===== config.mk =====
export PLATFORM = sky130hd
export DESIGN_NAME = ifetch_queue
export DESIGN_NICKNAME = d
export VERILOG_FILES = /design/src/rtl/ifetch_queue.sv
export SDC_FILE = /design/constraint.sdc
export NUM_CORES = 1
export LEC_CHECK = 0
export BUFFER_PORTS_ARGS = -buffer_cell sky130_fd_sc_hd__buf_2
export CORE_MARGIN = 4
export CORE_UTILIZATION = 40
export CTS_BUF_LIST = sky130_fd_sc_hd__clkbuf_2 sky130_fd_sc_hd__clkbuf_4 sky130_fd_sc_hd__clkbuf_8
export DETAILED_ROUTE_END_ITERATION = 6
export PLACE_DENSITY = 0.56
export SLEW_MARGIN = 40
export SYNTH_ARGS = -nofsm -noshare
export SYNTH_HDL_FRONTEND = slang
export SYNTH_SLANG_ARGS = --single-unit

===== constraint.sdc =====
create_clock -name clk -period 6.65 [get_ports clk]
set_input_delay 0.665 -clock clk [delete_from_list [all_inputs] [get_ports clk]]
set_output_delay 0.665 -clock clk [all_outputs]
set_load 0.02 [all_outputs]

===== src/rtl/ifetch_queue.sv =====
// ifetch_queue: instruction prefetch queue between a variable-latency instruction
// memory and the core's fetch/decode register. Fetches sequential words, holds up
// to DEPTH {inst, pc} entries, flushes queued and in-flight work on a redirect.
// Optional build macro IFETCH_QUEUE_PERF_EN adds perf_dropped/perf_starve/perf_redirects.
module ifetch_queue #(
  parameter int unsigned DEPTH    = 4,
  parameter int unsigned MAX_OUT  = 2,
  parameter logic [31:0] RESET_PC = 32'h0000_0000
) (
  input  logic        clk,
  input  logic        rst,
  input  logic        redirect_valid,
  input  logic [31:0] redirect_pc,
  output logic        imem_req_valid,
  input  logic        imem_req_ready,
  output logic [31:0] imem_req_addr,
  input  logic        imem_rsp_valid,
  input  logic [31:0] imem_rsp_data,
  output logic        out_valid,
  input  logic        out_ready,
  output logic [31:0] out_inst,
  output logic [31:0] out_pc,
  output logic [31:0] out_pc4
`ifdef IFETCH_QUEUE_PERF_EN
  ,
  output logic [31:0] perf_dropped,
  output logic [31:0] perf_starve,
  output logic [31:0] perf_redirects
`endif
);

  localparam int unsigned AW = $clog2(DEPTH);
  localparam int unsigned CW = AW + 1;
  localparam int unsigned SW = CW + 1;
  localparam int unsigned IW = (MAX_OUT > 1) ? $clog2(MAX_OUT) : 1;
  localparam int unsigned OW = $clog2(MAX_OUT + 1);

  logic [31:0]   fpc_q, fpc_d;
  logic [AW-1:0] rptr_q, rptr_d, wptr_q, wptr_d;
  logic [CW-1:0] count_q, count_d;
  logic [IW-1:0] if_rptr_q, if_rptr_d, if_wptr_q, if_wptr_d;
  logic [OW-1:0] outst_q, outst_d, drop_q, drop_d;

  logic [31:0]   q_inst [DEPTH];
  logic [31:0]   q_pc   [DEPTH];
  logic [31:0]   if_pc  [MAX_OUT];

  logic          accept, has_head, pop, push, stale;
  logic [SW-1:0] credit_used;

  // Handshakes, credit check and head-entry outputs
  always_comb begin
    // Slots committed = queued entries + live (non-stale) requests in flight
    credit_used    = SW'(count_q) + SW'(outst_q) - SW'(drop_q);
    imem_req_valid = rst && !redirect_valid && (outst_q < OW'(MAX_OUT))
                     && (credit_used < SW'(DEPTH));
    imem_req_addr  = fpc_q;
    accept         = imem_req_valid && imem_req_ready;
    has_head       = (count_q != '0);
    out_valid      = has_head && !redirect_valid;
    pop            = out_valid && out_ready;
    stale          = imem_rsp_valid && (redirect_valid || (drop_q != '0));
    push           = imem_rsp_valid && !stale;
    out_inst       = has_head ? q_inst[rptr_q] : '0;
    out_pc         = has_head ? q_pc[rptr_q] : '0;
    out_pc4        = has_head ? (q_pc[rptr_q] + 32'd4) : '0;
  end

  // Next-state for fetch address, queue pointers and in-flight bookkeeping
  always_comb begin
    fpc_d     = fpc_q;
    rptr_d    = rptr_q;
    wptr_d    = wptr_q;
    count_d   = count_q;
    if_rptr_d = if_rptr_q;
    if_wptr_d = if_wptr_q;
    outst_d   = outst_q + OW'(accept) - OW'(imem_rsp_valid);
    drop_d    = drop_q;

    if (accept) begin
      fpc_d     = fpc_q + 32'd4;
      if_wptr_d = (if_wptr_q == IW'(MAX_OUT - 1)) ? '0 : if_wptr_q + IW'(1);
    end
    if (imem_rsp_valid) begin
      if_rptr_d = (if_rptr_q == IW'(MAX_OUT - 1)) ? '0 : if_rptr_q + IW'(1);
      if (drop_q != '0) drop_d = drop_q - OW'(1);
    end
    if (push) wptr_d = wptr_q + AW'(1);
    if (pop)  rptr_d = rptr_q + AW'(1);
    if (push && !pop)      count_d = count_q + CW'(1);
    else if (pop && !push) count_d = count_q - CW'(1);

    // A redirect empties the queue and marks every outstanding request stale
    if (redirect_valid) begin
      fpc_d   = redirect_pc & ~32'd3;
      rptr_d  = '0;
      wptr_d  = '0;
      count_d = '0;
      drop_d  = outst_q - OW'(imem_rsp_valid);
    end
  end

  // Control state registers
  always_ff @(posedge clk or negedge rst) begin
    if (!rst) begin
      fpc_q     <= RESET_PC;
      rptr_q    <= '0;
      wptr_q    <= '0;
      count_q   <= '0;
      if_rptr_q <= '0;
      if_wptr_q <= '0;
      outst_q   <= '0;
      drop_q    <= '0;
    end else begin
      fpc_q     <= fpc_d;
      rptr_q    <= rptr_d;
      wptr_q    <= wptr_d;
      count_q   <= count_d;
      if_rptr_q <= if_rptr_d;
      if_wptr_q <= if_wptr_d;
      outst_q   <= outst_d;
      drop_q    <= drop_d;
    end
  end

  // Entry storage; contents are only observed through valid pointers/count
  always_ff @(posedge clk) begin
    if (push) begin
      q_inst[wptr_q] <= imem_rsp_data;
      q_pc[wptr_q]   <= if_pc[if_rptr_q];
    end
    if (accept) if_pc[if_wptr_q] <= fpc_q;
  end

`ifdef IFETCH_QUEUE_PERF_EN
  logic [31:0] perf_dropped_q, perf_starve_q, perf_redirects_q;

  // Saturating event counters
  always_ff @(posedge clk or negedge rst) begin
    if (!rst) begin
      perf_dropped_q   <= '0;
      perf_starve_q    <= '0;
      perf_redirects_q <= '0;
    end else begin
      if (stale && (perf_dropped_q != '1)) perf_dropped_q <= perf_dropped_q + 32'd1;
      if (out_ready && !out_valid && (perf_starve_q != '1)) perf_starve_q <= perf_starve_q + 32'd1;
      if (redirect_valid && (perf_redirects_q != '1)) perf_redirects_q <= perf_redirects_q + 32'd1;
    end
  end

  assign perf_dropped   = perf_dropped_q;
  assign perf_starve    = perf_starve_q;
  assign perf_redirects = perf_redirects_q;
`endif

endmodule


==> run metrics, run 1 <==
relative slew slack 47.4%; fin util 48.5%; CTS Buf Count 59; vias per cell between 5 and 6; EDFF count, synth 308; layout cells sized above 1 about a third; CP endpoint kind output pin; Tcrit/Tclk final 71.5%; WP data required between 5 and 6 ns; Ant. Diodes 0; cts repair resizes 0; Slew Limit Fails 0; DP Worst Slack 2.39 ns; P_leak 6.29 nW; vias in the first global route just over 9000; TritonCTS clock tree built; Core Box Area 36900 um^2; WL final ~34000 um; R2R Path End if_pc[0][8]; hold_buf cts 0; max_cap viols 0; register area share after synthesis 68.5%; Setup Total Neg Slack 0 ns; Yosys cell types 56; vias after detailed routing about 9000; final setup vio count 0; Worst VDD drop 217 uV; number of nets with antenna violations after routing 0; CTS clock-pin slew for the worst setup and hold paths 0.06 ns; fillcell total 3227; flops & latches, synth between 300 and 400; GRT Util Overall 16.7%; io pins 200; top_reg_cell synth edfxtp_1; Crit Path Class flip-flop to output pin; syn_area_per_cell 16.3 um^2; Synth Instances roughly 900; RSZ-0062 raised after global routing false; Root Driver clkbuf_8; port buffer count 191; Post-Route Skew 0.0183 ns; Mapped Area 15100 um^2; Power Density 395 nW/um^2; WL per Instance approximately 20 um; reg2reg path depth 10; FF-to-FF setup slack 2.86 ns; Die Ht around 200 um; Ys Warns 0; worst r2r src outst_q[1]; initial antenna violation count 0; Multi-input gate area approximately 4500 um^2; Sequential Power Share about 39%; Site Rows 70; crit path launch type flip-flop; DR pass1 iterations 4; Final Hold Viols 0; setup slack after layout 1.89 ns; outcome completed; Residual DRC 0; GPL Wtd Cong 0.740; Slew @ Worst Pin ~0.78 ns; Die Footprint about 40000 um^2; H-tree Lvls 2; CP arrival 4.09 ns; Post-Place Cell Area 16600 um^2; clk buf depth 3; fmax 210 MHz; Tmin final 4.76 ns; crit-path max FO 36; Cell Int Power ~4.7 mW; final instance area ~18000 um^2; Async SR Flop Fraction 12.3%; global-route wire length before repair 53800 um; Skew-Pair Late Insertion Delay slightly below 0.6 ns; clock power share 29.1%; area delta synth->final 18.7%; NetSw between 2 and 2.5 mW; grt total ovfl 0; Sequential Area a little over 10000 um^2; Die Width just over 200 um; Gate power share about a third; fin nets 1233; sw frac 34.2%; largest net degree at the start of global routing 65; DRT iter0 DRCs 420; post-CTS setup repair buffer count 0; worst hold path type input port to async pin; Clock Sinks about 350; Initial Util between 40% and 50%; dpl hpwl 22000 um
[critical path, stage by stage (launching register included)]
cell and delay [ns]:
dfrtp_4 0.91, buf_4 0.63, mux4_2 0.42, nand3_1 0.16
or4_1 0.52, or3_1 0.38, mux2_4 0.30, buf_2 0.17
[worst max-delay path by stage]
stage,startpoint,end
CTS,rptr_q[0],out_pc4[31]
global route,rptr_q[0],out_pc4[31]
global placement,rptr_q[0],out_pc4[25]
finish,rptr_q[0],out_pc4[31]
floorplan,count_q[1],if_pc[0][10]
detailed placement,rptr_q[0],out_pc4[31]
[cell families after synthesis]
kind of cell    synth area share (%)
flops                           68.5
simple gates                    10.6
mux                             12.7
compound gates                  3.17
buf+inv                         2.24
xor+xnor                        1.39
fa+ha+maj                       1.34
other cells                   0.0249
[cell type report]
class / count / share of cell area, %
Clock buffer: 76 / 5.39
Clock inverter: 32 / 1.78
Inverter: 22 / 0.461
Multi-Input combinational cell: 508 / 25.0
Sequential cell: 351 / 57.7
Tap cell: 504 / 3.52
Timing Repair Buffer: 206 / 6.08
[power by group through the flow]
stage	Combinational, mW	Sequential, mW	Clock [mW]
5_1_grt	2.48	2.76	2.24
2_1_floorplan	1.59	2.72	0
3_3_place_gp	2.28	2.78	0
6_report	2.27	2.74	2.06
4_1_cts	2.31	2.74	2.12
3_5_place_dp	2.31	2.79	0
[per-stage QoR]
step / hold WS (ns) / std cells / total power, mW
CTS: 0.141 / 1699 / 7.18
global route: 0.183 / 1699 / 7.48
global placement: 0.496 / 1590 / 5.07
floorplan: 0.369 / 932 / 4.31
finish: 0.164 / 1699 / 7.07
detailed placement: 0.511 / 1591 / 5.09
[state kept, by name, summed over array words and instances (netlist names)]
signal / flops
q_inst: 128
q_pc: 120
if_pc: 60
imem_req_addr: 30
count_q: 3
drop_q: 2
outst_q: 2
rptr_q: 2
wptr_q: 2
if_rptr_q: 1
if_wptr_q: 1
[cells in the mapped netlist, drive strengths merged (10+ instances only)]
cell / number / area, um^2
mux4: 62 / 1410
o31ai: 18 / 135
nand4: 17 / 113
nor2: 65 / 244
edfxtp: 308 / 9250
clkbuf: 26 / 97.6
o21ai: 12 / 60.1
buf: 25 / 158
or3: 10 / 62.6
inv: 21 / 78.8
a31oi: 24 / 150
nand2: 21 / 78.8
nand3: 35 / 188
and2: 74 / 463
or4: 18 / 135
ha: 13 / 163
xnor2: 17 / 149
dfrtp: 43 / 1080
mux2: 44 / 499
[metal layers]
layer / routed length (um) / GRT usage (%)
met1: 15800 / 24.1
met2: 15800 / 26.5
met3: 1920 / 3.40
met4: 496 / 3.64
met5: 0 / 0
[cells in the final DEF, fill, tap and decap left out, types with 4 or more instances in the layout]
cell type    n
nand3_1     34
xor2_1       7
a31oi_1     24
dfrtp_1     41
edfxtp_1   308
and2_1      69
clkbuf_4    13
mux4_1       4
mux2_1       5
or3_1        9
ha_1        13
mux2_2      38
or4_1       18
buf_4       14
clkbuf_8    63
o31ai_1     17
bufinv_16    7
nor2_1      64
clkinv_1    19
nor3_1       7
a21oi_1      9
conb_1       6
o21ai_0     12
and4_1       4
inv_1       21
mux4_2      58
and3_1       9
xnor2_1     17
nand2_1     21
nand4_1     16
clkinv_2     5
buf_2      191
Note: power is estimated with default switching activity, not from simulation.
==> inputs of run 2 (changes only) <==
Clock period 6.65 ns to 5 ns, I/O delays scaled along.
==> run metrics, run 2 (synthesis results as in run 1) <==
outcome completed; Slew Limit Fails 0; relative slew slack 40.7%; Residual DRC 0; Site Rows 70; TritonCTS clock tree built; CP arrival 3.71 ns; worst hold path type input port to async pin; DRT iter0 DRCs 503; Power Density 520 nW/um^2; CP peak stage delay 0.76 ns; max_cap viols 0; GR Layer Usage met2 25.4%; hold_buf cts 0; Post-Route Skew 0.0209 ns; CTS clock-pin slew for the worst setup and hold paths around 0.060 ns; DR pass1 iterations 5; Clock Sinks roughly 350; largest registers q_inst (128), q_pc (120), if_pc (60); RSZ-0062 raised after global routing false; vias after detailed routing 8899; final setup vio count 0; busiest grt layer met2; commonest non-fill, non-tap cell in the layout edfxtp_1; CTS Buf Count 58; reg2reg path depth 10; post-CTS setup repair buffer count 0; Largest Register q_inst; most frequent cells in the layout edfxtp_1 (308), buf_2 (191), and2_1 (70); worst r2r src outst_q[1]; setup slack after layout 0.789 ns; final instance area 17900 um^2; Crit Path Class flip-flop to output pin; Pwr Total approximately 9.3 mW; vias in the first global route 9139; area delta synth->final 18.5%; R2R Path End if_pc[0][6]; Ant. Diodes 0; FF-to-FF setup slack 1.32 ns; Tcrit/Tclk final 84.2%; global-route wire length before repair 53000 um; crit-path max FO 20; Slowest cell on crit path nor4_1; vias per cell roughly 5.2; worst-path cell chain buf_4 > mux4_2 > nand3_1 > nor4_1 > nand4_1 > mux2_1 > buf_2; grt total ovfl 0; Post-Place Cell Area approximately 17000 um^2; Die Width 202 um; clk buf depth 3; Root Driver clkbuf_8; WP data required 4.50 ns; Die Footprint 40800 um^2; Slew @ Worst Pin 0.882 ns; Skew-Pair Late Insertion Delay 0.59 ns; CP startpoint rptr_q[0]; fmax 237 MHz; GRT Util Overall 16.2%; number of nets with antenna violations after routing 0; Hold WS ~0.058 ns; Setup Total Neg Slack 0 ns; Initial Util roughly two fifths; initial antenna violation count 0; port buffer count 191; met1 Usage GRT 23.5%; io pins 200; Die Ht 202 um; Critical Path End out_pc4[29]; WL per Instance 19.7 um; met3 GRT Util 3.30%; Core Box Area 36900 um^2; H-tree Lvls 2; number of flip-flops in the largest register between 100 and 150; dpl hpwl 21600 um; DP Worst Slack approximately 1.3 ns; crit path launch type flip-flop; cts repair resizes 0; Tmin final around 4.2 ns; GPL Wtd Cong 0.754; fin nets 1237; largest net degree at the start of global routing 66; Worst VDD drop 327 uV; CP endpoint kind output pin; WL final between 30000 and 40000 um; Final Hold Viols 0; P_leak ~6.3 nW; layout cells sized above 1 34.5%
## run 2: area by class of cell
cell class,count,area [um^2]
Fill cell,3198,19000
Tap cell,504,631
Clock buffer,77,972
Multi-Input combinational cell,508,4450
Sequential cell,351,10300
Timing Repair Buffer,211,1130
Inverter,22,82.6
Clock inverter,28,254
## run 2: critical path, delay by kind of cell (launching register included)
family,cells,cell delay (ns)
simple gates,3,1.10
flops,1,0.64
buf+inv,2,0.62
mux,2,0.77
## run 2: metrics by stage
| stage | util, % | cells |
|---|---|---|
| 2_1_floorplan | - | 932 |
| 3_3_place_gp | 45.1 | 1596 |
| 3_5_place_dp | 45.1 | 1596 |
| 4_1_cts | 48.4 | 1701 |
| 5_1_grt | 48.4 | 1701 |
| 6_report | 48.4 | 1701 |
## run 2: where the power goes
group	internal, mW	total [mW]	switching, mW
logic	1.12	3.07	1.95
registers	3.45	3.61	0.161
clock network	1.52	2.61	1.09
total	6.09	9.28	3.19
## run 2: worst min path at each step
stage	from	endpoint	slack (ns)	cells past startpoint
3_5_place_dp	outst_q[0]	outst_q[0]	0.49	1
6_report	rst	imem_req_addr[16]	0.06	2
3_3_place_gp	outst_q[0]	outst_q[0]	0.49	1
5_1_grt	rst	rptr_q[1]	0.07	2
4_1_cts	rst	imem_req_addr[16]	0.03	2
2_1_floorplan	rst	count_q[0]	0.20	0
## run 2: metal layers
layer  vias to the layer above  wire length (um)
met5                         -                 0
met4                         0               701
met3                        58              1950
met2                       279             15400
met1                      4484             15500
li1                       4078                 -
